<file path="src/rtl/bcd_uart_reporter_pkg.sv">
// rtl/bcd_uart_reporter_pkg.sv - shared ASCII constants, frame length, FSM encodings and byte mux
package bcd_uart_reporter_pkg;

  localparam logic [7:0] ASCII_0  = 8'h30;
  localparam logic [7:0] ASCII_Q  = 8'h3F;
  localparam logic [7:0] ASCII_CR = 8'h0D;
  localparam logic [7:0] ASCII_LF = 8'h0A;

  localparam int FRAME_BYTES = 6;

  // LOAD and DONE are only ever visited combinationally; the register holds IDLE or SEND.
  localparam logic [1:0] ST_IDLE = 2'd0;
  localparam logic [1:0] ST_LOAD = 2'd1;
  localparam logic [1:0] ST_SEND = 2'd2;
  localparam logic [1:0] ST_DONE = 2'd3;

  // Digits above 9 are not valid BCD and are reported as '?'.
  function automatic logic [7:0] digit_ascii(input logic [3:0] d);
    if (d > 4'd9) return ASCII_Q;
    return ASCII_0 + {4'd0, d};
  endfunction

  // Byte idx of the frame "d3 d2 d1 d0 CR LF" built from a 4-digit snapshot.
  function automatic logic [7:0] frame_byte(input logic [15:0] snap, input logic [2:0] idx);
    logic [7:0] b;
    case (idx)
      3'd0:    b = digit_ascii(snap[15:12]);
      3'd1:    b = digit_ascii(snap[11:8]);
      3'd2:    b = digit_ascii(snap[7:4]);
      3'd3:    b = digit_ascii(snap[3:0]);
      3'd4:    b = ASCII_CR;
      default: b = ASCII_LF;
    endcase
    return b;
  endfunction

endpackage

</file>
<file path="src/rtl/bcd_uart_reporter_uart_tx_8n1.sv">
// rtl/bcd_uart_reporter_uart_tx_8n1.sv - 8N1 UART byte transmitter with per-bit baud reload
module uart_tx_8n1 #(
  parameter int BAUD_RLD          = 867,
  parameter int BAUD_RLD_TURBOSIM = 7
) (
  input  logic       clk,
  input  logic       reset,
  input  logic       turbosim,
  input  logic       start,
  input  logic [7:0] data,
  output logic       tx,
  output logic       busy,
  output logic       done
);

  logic [9:0] shift;
  logic [3:0] bit_cnt;
  logic [9:0] baud_cnt;
  logic       active;
  logic [9:0] rld;

  // turbosim is looked at whenever a new bit begins, so a change lands on the next bit.
  assign rld  = turbosim ? 10'(BAUD_RLD_TURBOSIM) : 10'(BAUD_RLD);
  assign tx   = active ? shift[0] : 1'b1;
  assign busy = active;
  assign done = active && (baud_cnt == 10'd0) && (bit_cnt == 4'd9);

  // Shift out start, 8 data bits LSB first, stop; start may coincide with done for back-to-back bytes.
  always_ff @(posedge clk or posedge reset) begin
    if (reset) begin
      shift    <= 10'h3FF;
      bit_cnt  <= 4'd0;
      baud_cnt <= 10'd0;
      active   <= 1'b0;
    end else if (start) begin
      shift    <= {1'b1, data, 1'b0};
      bit_cnt  <= 4'd0;
      baud_cnt <= rld;
      active   <= 1'b1;
    end else if (active) begin
      if (baud_cnt == 10'd0) begin
        if (bit_cnt == 4'd9) begin
          active <= 1'b0;
        end else begin
          bit_cnt  <= bit_cnt + 4'd1;
          shift    <= {1'b1, shift[9:1]};
          baud_cnt <= rld;
        end
      end else begin
        baud_cnt <= baud_cnt - 10'd1;
      end
    end
  end

endmodule

</file>
<file path="src/rtl/bcd_uart_reporter.sv">
// rtl/bcd_uart_reporter.sv - snapshots BCD reaction time on result-state entry and sends it as ASCII over UART
module bcd_uart_reporter
  import bcd_uart_reporter_pkg::*;
#(
  parameter int         BAUD_RLD          = 867,
  parameter int         BAUD_RLD_TURBOSIM = 7,
  parameter logic [3:0] REPORT_STATE      = 4'd7
) (
  input  logic        clk,
  input  logic        reset,
  input  logic        turbosim,
  input  logic        en,
  input  logic [15:0] bcd,
  input  logic [3:0]  fsm_state,
  output logic        tx,
  output logic        busy,
  output logic        pending,
  output logic [7:0]  frames_sent
);

  logic [3:0]  prev_state;
  logic [1:0]  state, state_n, st;
  logic [2:0]  idx, idx_n;
  logic [15:0] snapshot, snapshot_n;
  logic [15:0] pend_snap, pend_snap_n;
  logic        pending_n;
  logic [7:0]  frames_n;
  logic        trig, trig_taken;
  logic        tx_start, tx_done;
  logic [7:0]  tx_data;

  assign trig = en && (fsm_state == REPORT_STATE) && (prev_state != REPORT_STATE);

  // Walk SEND -> LOAD/DONE -> LOAD/IDLE within one cycle so bytes and frames abut with no gap.
  always_comb begin
    st          = state;
    idx_n       = idx;
    snapshot_n  = snapshot;
    pend_snap_n = pend_snap;
    pending_n   = pending;
    frames_n    = frames_sent;
    trig_taken  = 1'b0;
    tx_start    = 1'b0;
    tx_data     = 8'h00;

    if (state == ST_SEND && tx_done) begin
      if (idx < 3'(FRAME_BYTES - 1)) begin
        idx_n = idx + 3'd1;
        st    = ST_LOAD;
      end else begin
        st       = ST_DONE;
        frames_n = frames_sent + 8'd1;
      end
    end

    if (st == ST_DONE) begin
      if (pending) begin
        snapshot_n = pend_snap;
        pending_n  = 1'b0;
        idx_n      = 3'd0;
        st         = ST_LOAD;
      end else if (trig) begin
        snapshot_n = bcd;
        trig_taken = 1'b1;
        idx_n      = 3'd0;
        st         = ST_LOAD;
      end else begin
        st = ST_IDLE;
      end
    end else if (st == ST_IDLE && trig) begin
      snapshot_n = bcd;
      trig_taken = 1'b1;
      idx_n      = 3'd0;
      st         = ST_LOAD;
    end

    // A trigger that cannot start a frame now is queued; later ones overwrite it.
    if (trig && !trig_taken) begin
      pend_snap_n = bcd;
      pending_n   = 1'b1;
    end

    if (st == ST_LOAD) begin
      tx_start = 1'b1;
      tx_data  = frame_byte(snapshot_n, idx_n);
      st       = ST_SEND;
    end

    state_n = st;
  end

  // Register FSM, snapshots, edge-detect history and frame counter.
  always_ff @(posedge clk or posedge reset) begin
    if (reset) begin
      state       <= ST_IDLE;
      idx         <= 3'd0;
      snapshot    <= 16'h0000;
      pend_snap   <= 16'h0000;
      pending     <= 1'b0;
      frames_sent <= 8'd0;
      prev_state  <= 4'd0;
    end else begin
      state       <= state_n;
      idx         <= idx_n;
      snapshot    <= snapshot_n;
      pend_snap   <= pend_snap_n;
      pending     <= pending_n;
      frames_sent <= frames_n;
      prev_state  <= fsm_state;
    end
  end

  uart_tx_8n1 #(
    .BAUD_RLD          (BAUD_RLD),
    .BAUD_RLD_TURBOSIM (BAUD_RLD_TURBOSIM)
  ) u_tx (
    .clk      (clk),
    .reset    (reset),
    .turbosim (turbosim),
    .start    (tx_start),
    .data     (tx_data),
    .tx       (tx),
    .busy     (busy),
    .done     (tx_done)
  );

endmodule
</file>
<file path="config.mk">
export PLATFORM = sky130hd
export DESIGN_NAME = bcd_uart_reporter
export DESIGN_NICKNAME = d
export VERILOG_FILES = /design/src/rtl/bcd_uart_reporter_pkg.sv /design/src/rtl/bcd_uart_reporter_uart_tx_8n1.sv /design/src/rtl/bcd_uart_reporter.sv
export SDC_FILE = /design/constraint.sdc
export NUM_CORES = 1
export LEC_CHECK = 0
export CAP_MARGIN = 25
export CORE_ASPECT_RATIO = 0.5
export CORE_MARGIN = 1.5
export CORE_UTILIZATION = 58
export DETAILED_ROUTE_END_ITERATION = 8
export PLACE_DENSITY_LB_ADDON = 0.3
export RECOVER_POWER = 50
export SYNTH_ARGS = -nofsm -noshare
export SYNTH_HDL_FRONTEND = slang
export SYNTH_SLANG_ARGS = --single-unit
</file>
<file path="constraint.sdc">
create_clock -name clk -period 3.8 [get_ports clk]
set_input_delay 0.57 -clock clk [delete_from_list [all_inputs] [get_ports clk]]
set_output_delay 0.57 -clock clk [all_outputs]
set_load 0.02 [all_outputs]
</file>
==> metrics.md, run 1 <==
| Metric | Value |
|---|---|
| Cell Rows | `21` |
| Remaining global-route overflow | `0` |
| R2r endpoint | `u_tx.shift[3]$_DFFE_PP1P_` |
| Required time worst endpoint | `~4000 ps` |
| Layout cells sized above 1 | `0.162` |
| Reg-to-reg slack, setup | `between 400 and 500 ps` |
| Internal power | `1950 uW` |
| Max Freq | `slightly above 300 MHz` |
| Setup_tns | `0 ps` |
| Vert. Die Dim | `62.2 um` |
| Sink Count | `74` |
| GRT Total Usage | `0.280` |
| Hold Path Sink | `u_tx.shift[7]$_DFFE_PP1P_` |
| Clock slew at reported path FFs | `roughly 60 ps` |
| #FFs+latches synth | `74` |
| # Post-CTS Setup Buffers | `0` |
| Cell Area, Synth | `around 0.0041 sq mm` |
| Tmin final | `between 3000 and 4000 ps` |
| Fin crit share | `0.870` |
| Post-synthesis cell count | `between 400 and 500` |
| Power per cell area | `580 mW/mm^2` |
| Switch share | `0.304` |
| Launch point of the worst reg-to-reg path | `u_tx.baud_cnt[0]$_DFFE_PP0P_` |
| Initial antenna violation count | `0` |
| # H-tree levels | `3` |
| Min-delay src | `u_tx.shift[8]$_DFFE_PP1P_` |
| Post-Synth Adder-Cell Area | `0.0184` |
| Nets@finish | `around 480` |
| Clock Tree Root | `clkbuf_16` |
| GR Util met3 | `0.0965` |
| Routed vias/inst | `6.35` |
| CTS resizes | `0` |
| Post-synth EDFFs | `0` |
| Setup crit start | `u_tx.baud_cnt[0]$_DFFE_PP0P_` |
| Simple-gate portion of the synthesized area | `0.172` |
| Register share of total power | `0.403` |
| Post-synth top area share | `0.400` |
| Post-route ant nets | `0` |
| Synth area leaders | `dfrtp_1 40%, mux2_2 8.0%, dfstp_2 5.8%` |
| Drt pass-1 iters | `5` |
| Core area | `between 0.006 and 0.007 sq mm` |
| Post-synthesis mux area share | `0.105` |
| Mean Syn Cell Area | `9.93 sq um` |
| Most frequent cell after synthesis | `dfrtp_1` |
| Register area share after synthesis | `0.458` |
| Synthesized Nets | `between 400 and 500` |
| First-pass GRT wire length | `16.1 mm` |
| Placer Congestion | `between 0.9 and 1` |
| Complex-gate fraction of the synthesized area | `0.186` |
| Max Root-Sink Buffers | `2` |
| RSZ-0062 raised after global routing | `false` |
| Final HPWL DP | `around 6.9 mm` |
| Cts hold-fix bufs | `0` |
| Worst-path fanout max | `7` |
| CP Class | `reg2reg` |
| Met2 global-route usage | `0.412` |
| N_diodes | `0` |
| Maximum capacitance violations | `0` |
| Initial cell density of the core | `0.605` |
| Drt initial violations | `~440` |
| WL/cell | `~18 um` |
| Final-report max-slew violation count | `0` |
| Most Crowded Layer GR | `met2` |
| Worst skew pair latency | `between 300 and 400 ps` |
| XOR/XNOR Fraction of Synth Area | `0.0258` |
| Final Hold Vio Count | `0` |
| Total die area | `0.00756 sq mm` |
| Leak pwr | `0.00211 uW` |
| Port-buffer cells | `34` |
| Met1 usage | `0.382` |
| Area Growth Syn to Fin | `19.0%` |
| FFs w/ async S/R, synth | `1.00` |
| Clock share of power | `0.321` |
| Post-synthesis cell type count | `between 60 and 70` |
| Startpoint Class | `flip-flop` |
| Net Switching | `around 850 uW` |
| Status | `completed` |
| Final wirelength | `~9.9 mm` |
| Largest family of logic cells by synthesized area | `compound AO/OA/AOI/OAI gates` |
| Slew HR | `0.0295` |
| Logic pwr share | `0.276` |
| Die W | `121 um` |
| R2R depth | `10` |
| Cell count of the worst hold path | `2` |
| Top_reg_cell synth | `dfrtp_1` |
| Largest net degree at the start of global routing | `40` |
| Peak supply drop | `roughly 0.36 mV` |
| CP arrival | `~3600 ps` |
| Hold slack | `around 460 ps` |
| Vias in the first global route | `3278` |
| Vias | `between 3000 and 4000` |
| Final setup viols | `0` |
| Tot Pwr | `2810 uW` |
| Number of remaining DRC errors | `0` |
| CTS tree | `done` |
| Crit path capture type | `flip-flop` |
| Number of CTS-inserted buffers | `9` |
| I/O pin total | `35` |
| YS warnings | `0` |
| Setup Skew | `6.64 ps` |
| Post-synth top area cell | `dfrtp_1` |
| Worst slew pin tran | `1450 ps` |
| Hold WC Path Type | `reg2reg` |
| Synth cell count leaders | `65 x dfrtp_1, 36 x nor2_1, 29 x mux2_2` |
==> worst max-delay path by stage <==
stage | end | depth (start not counted)
6_report | u_tx.shift[3]$_DFFE_PP1P_ | 10
3_3_place_gp | u_tx.shift[3]$_DFFE_PP1P_ | 10
4_1_cts | u_tx.shift[3]$_DFFE_PP1P_ | 10
2_1_floorplan | u_tx.shift[3]$_DFFE_PP1P_ | 10
3_5_place_dp | u_tx.shift[3]$_DFFE_PP1P_ | 10
5_1_grt | u_tx.shift[3]$_DFFE_PP1P_ | 10
==> kinds of logic after synthesis <==
logic type / count (synthesis)
AND/OR/NAND/NOR: 136
AO/OA/AOI/OAI: 108
flip-flops: 74
multiplexers: 39
buffers and inverters: 34
XOR/XNOR: 12
adder cells (fa/ha/maj): 6
other: 1
==> cell type report <==
| type | instances | area (sq um) |
|---|---|---|
| Sequential cell | 74 | 1860 |
| Clock buffer | 10 | 239 |
| Timing Repair Buffer | 46 | 423 |
| Inverter | 15 | 56.3 |
| Fill cell | 492 | 1880 |
| Clock inverter | 5 | 78.8 |
| Tap cell | 92 | 115 |
| Multi-Input combinational cell | 302 | 2070 |
==> critical path: stages, from the launching register on <==
cell and delay (ps):
dfrtp_1 400, inv_1 120, ha_1 160, or4b_1 540, or4_1 620, nor3_1 280
o21ai_0 210, o221a_2 330, a221oi_1 290, or2_0 170, a31oi_1 90
==> sequential cells by signal (all words and copies together) (netlist names) <==
| register | count |
|---|---|
| pend_snap | 16 |
| snapshot | 16 |
| u_tx.baud_cnt | 10 |
| u_tx.shift | 9 |
| frames_sent | 8 |
| prev_state | 4 |
| u_tx.bit_cnt | 4 |
| idx | 3 |
| state | 2 |
| pending | 1 |
| u_tx.busy | 1 |
==> layout by cell type, fill, tap and decap left out, types with 7 or more instances in the layout <==
master,count
dfrtp_1,65
o31ai_1,9
a21oi_1,14
and3_1,7
o21a_1,9
or3_1,7
o21ai_0,23
dfstp_2,9
nor2_1,36
nand4_1,9
buf_4,10
mux2i_1,9
clkbuf_16,9
nand2_1,26
a31oi_1,9
nor3_1,15
mux2_2,29
xnor2_1,7
nand3_1,10
clkdlybuf4s50_1,28
inv_1,13
==> stage by stage <==
| stage | instances | worst slack (ps) | util | instance area, sq um |
|---|---|---|---|---|
| floorplan | 410 | 747 | - | 4070 |
| global placement | 529 | 505 | 0.674 | 4530 |
| detailed placement | 529 | 410 | 0.674 | 4530 |
| CTS | 544 | 537 | 0.721 | 4850 |
| global route | 544 | 315 | 0.720 | 4840 |
| finish | 544 | 494 | 0.720 | 4840 |
==> power groups by stage <==
stage | combinational, uW | sequential (uW) | clock (uW)
after floorplan | 600 | 1090 | 0
after global placement | 727 | 1120 | 0
after detailed placement | 757 | 1140 | 0
after CTS | 766 | 1130 | 922
after global routing | 844 | 1160 | 951
final | 773 | 1130 | 901
==> routing by layer <==
| metal | part of all wire | up-vias |
|---|---|---|
| met4 | 0.024 | 0 |
| met3 | 0.075 | 27 |
| met2 | 0.46 | 150 |
| met1 | 0.44 | 1685 |
| li1 | - | 1591 |
| met5 | 0 | - |
(Power assumes the default switching activity.)
==> inputs of run 2 (changes only) <==
--- a/config.mk
+++ b/config.mk
@@ -10,6 +10,7 @@
 export CORE_MARGIN = 1.5
 export CORE_UTILIZATION = 58
 export DETAILED_ROUTE_END_ITERATION = 8
+export GPL_TIMING_DRIVEN = 0
 export PLACE_DENSITY_LB_ADDON = 0.3
 export RECOVER_POWER = 50
 export SYNTH_ARGS = -nofsm -noshare
==> run 2 against run 1 <==
Against the previous run:
- fmax down 6.7%
- global-route usage is 0.48 points higher
- register-to-register slack worse by 110 ps
- critical path depth grew 2
- sequential power barely moved
- hold slack better by 5.6 ps
- via count grew 2.1%
- largest cell class unchanged
- die area stayed put
==> metrics.md, run 2 (same netlist as run 1, synthesis figures left out) <==
| Metric | Value |
|---|---|
| Final WS setup | `256 ps` |
| Worst skew pair latency | `350 ps` |
| Final wirelength | `around 10 mm` |
| Register share of total power | `0.405` |
| RSZ-0062 raised after global routing | `false` |
| WL/cell | `18.3 um` |
| CP Class | `in2reg` |
| Clock slew at reported path FFs | `around 60 ps` |
| Cell Rows | `21` |
| CTS tree | `done` |
| Max Freq | `~280 MHz` |
| Crit path to | `u_tx.shift[3]$_DFFE_PP1P_` |
| Final setup viols | `0` |
| Vias in the first global route | `3364` |
| First-pass GRT wire length | `approximately 17 mm` |
| Logic pwr share | `0.284` |
| Port-buffer cells | `33` |
| Placer Congestion | `0.914` |
| Power per cell area | `a little under 600 mW/mm^2` |
| Biggest registers after layout | `pend_snap: 16 flops, snapshot: 16 flops, u_tx.baud_cnt: 10 flops` |
| Nets@finish | `roughly 490` |
| Startpoint Class | `input port` |
| Clock Tree Root | `clkbuf_16` |
| Vias | `3525` |
| Peak supply drop | `just under 0.4 mV` |
| Largest net degree at the start of global routing | `75` |
| Remaining global-route overflow | `0` |
| Area Growth Syn to Fin | `19.2%` |
| Setup Skew | `~9.6 ps` |
| Leak pwr | `between 0.002 and 0.0025 uW` |
| Most frequent cells in the layout | `65 x dfrtp_1, 36 x nor2_1, 29 x mux2_2` |
| Min-delay src | `u_tx.shift[8]$_DFFE_PP1P_` |
| Finished Cell Area | `just under 0.005 sq mm` |
| Hold WC Path Type | `reg2reg` |
| Slew HR | `0.399` |
| Setup_tns | `0 ps` |
| Internal power | `about 1900 uW` |
| R2R depth | `8` |
| Fin crit share | `0.933` |
| Final Hold Vio Count | `0` |
| Layout cells sized above 1 | `0.160` |
| Fillers | `roughly 500` |
| Initial antenna violation count | `0` |
| Launch point of the worst reg-to-reg path | `u_tx.baud_cnt[4]$_DFFE_PP0P_` |
| Reg-to-reg slack, setup | `roughly 380 ps` |
| N_diodes | `0` |
| Pre-CTS setup slack | `-233 ps` |
| Required time worst endpoint | `about 4100 ps` |
| R2r endpoint | `pend_snap[2]$_DFFE_PP0P_` |
| Most common cell after layout, fill and taps aside | `dfrtp_1` |
| Cts hold-fix bufs | `0` |
| Final HPWL DP | `between 6 and 7 mm` |
| Status | `completed` |
| Switch share | `0.318` |
| Routed vias/inst | `roughly 6.4` |
| Setup crit start | `fsm_state[0]` |
| Sink Count | `74` |
| Total die area | `0.00756 sq mm` |
| Clock share of power | `0.311` |
| Core area | `between 0.006 and 0.007 sq mm` |
| Vert. Die Dim | `approximately 62 um` |
| Maximum capacitance violations | `0` |
| Number of remaining DRC errors | `0` |
| CP arrival | `3800 ps` |
| Die W | `between 100 and 150 um` |
| GRT Total Usage | `0.285` |
| Post-route ant nets | `0` |
| Drt pass-1 iters | `5` |
| Final-report max-slew violation count | `0` |
| Max Root-Sink Buffers | `2` |
| Drt initial violations | `310` |
| Number of CTS-inserted buffers | `9` |
| Worst-path fanout max | `10` |
| Net Switching | `889 uW` |
| Placed Instance Area | `between 0.004 and 0.005 sq mm` |
| I/O pin total | `35` |
| Tmin final | `around 3500 ps` |
| Worst slew pin tran | `901 ps` |
| # H-tree levels | `3` |
| Initial cell density of the core | `0.605` |
| Crit path capture type | `flip-flop` |
-- run 2: cell types whose count changed in the layout (fill, tap and decap cells not counted), sizes merged --
cell	before	now
buf	10	8
clkbuf	12	25
dlygate4sd3	6	5
bufinv	2	1
clkinvlp	0	1
-- run 2: layout make-up --
type / count / area, sq um / area share
tap: 92 / 115 / 0.0237
multi-input combinational: 302 / 2070 / 0.427
sequential: 74 / 1860 / 0.384
clock inverter: 5 / 52.6 / 0.0108
clock buffer: 11 / 253 / 0.0521
timing repair buffer: 36 / 353 / 0.0727
inverter: 15 / 58.8 / 0.0121
buffer: 19 / 83.8 / 0.0173
-- run 2: worst min path at each step --
stage,end,cells after the start
floorplan,u_tx.shift[0]$_DFFE_PP1P_,2
global placement,u_tx.shift[7]$_DFFE_PP1P_,2
detailed placement,u_tx.shift[0]$_DFFE_PP1P_,2
CTS,u_tx.shift[0]$_DFFE_PP1P_,2
global route,u_tx.shift[0]$_DFFE_PP1P_,2
finish,u_tx.shift[7]$_DFFE_PP1P_,2
-- run 2: through the flow --
stage	hold slack (ps)	instances	utilization	total power [uW]
final	469	554	0.721	2800
after detailed placement	463	535	0.672	1910
after global placement	453	535	0.671	1850
after CTS	471	551	0.717	2790
after floorplan	448	410	-	1690
after global routing	487	554	0.721	2930
-- run 2: power by group through the flow --
stage / logic, uW / registers [uW] / clock network (uW)
detailed placement: 772 / 1140 / 0
CTS: 781 / 1130 / 880
global placement: 733 / 1120 / 0
floorplan: 600 / 1090 / 0
finish: 796 / 1130 / 870
global route: 868 / 1150 / 907
-- run 2: repair_timing --
action                     CTS  global route
buffers inserted             0             3
gates resized for setup      0             1
setup endpoints to repair    0             4
-- run 2: worst max-delay path, stage by stage --
cell and delay (ps):
dlygate4sd3_1 570, nand4b_1 100, buf_4 180, or4_1 490, clkbuf_1 230, clkbuf_1 310
mux2_1 400, mux2i_1 220, inv_1 140, a21o_1 180, a221oi_1 260, a31oi_1 130
-- run 2: per-layer routing --
metal,vias to the layer above,GRT usage,share of wire
met5,-,0,0
met4,0,0.107,0.022
met3,29,0.0653,0.070
met2,156,0.448,0.46
met1,1725,0.387,0.45
li1,1615,-,-
==> inputs of run 3 (changes only) <==
--- a/config.mk
+++ b/config.mk
@@ -10,7 +10,6 @@
 export CORE_MARGIN = 1.5
 export CORE_UTILIZATION = 58
 export DETAILED_ROUTE_END_ITERATION = 8
-export GPL_TIMING_DRIVEN = 0
 export PLACE_DENSITY_LB_ADDON = 0.3
 export RECOVER_POWER = 50
 export SYNTH_ARGS = -nofsm -noshare
==> results of run 3 <==
Final layout, timing and power as in run 1 (identical DEF).
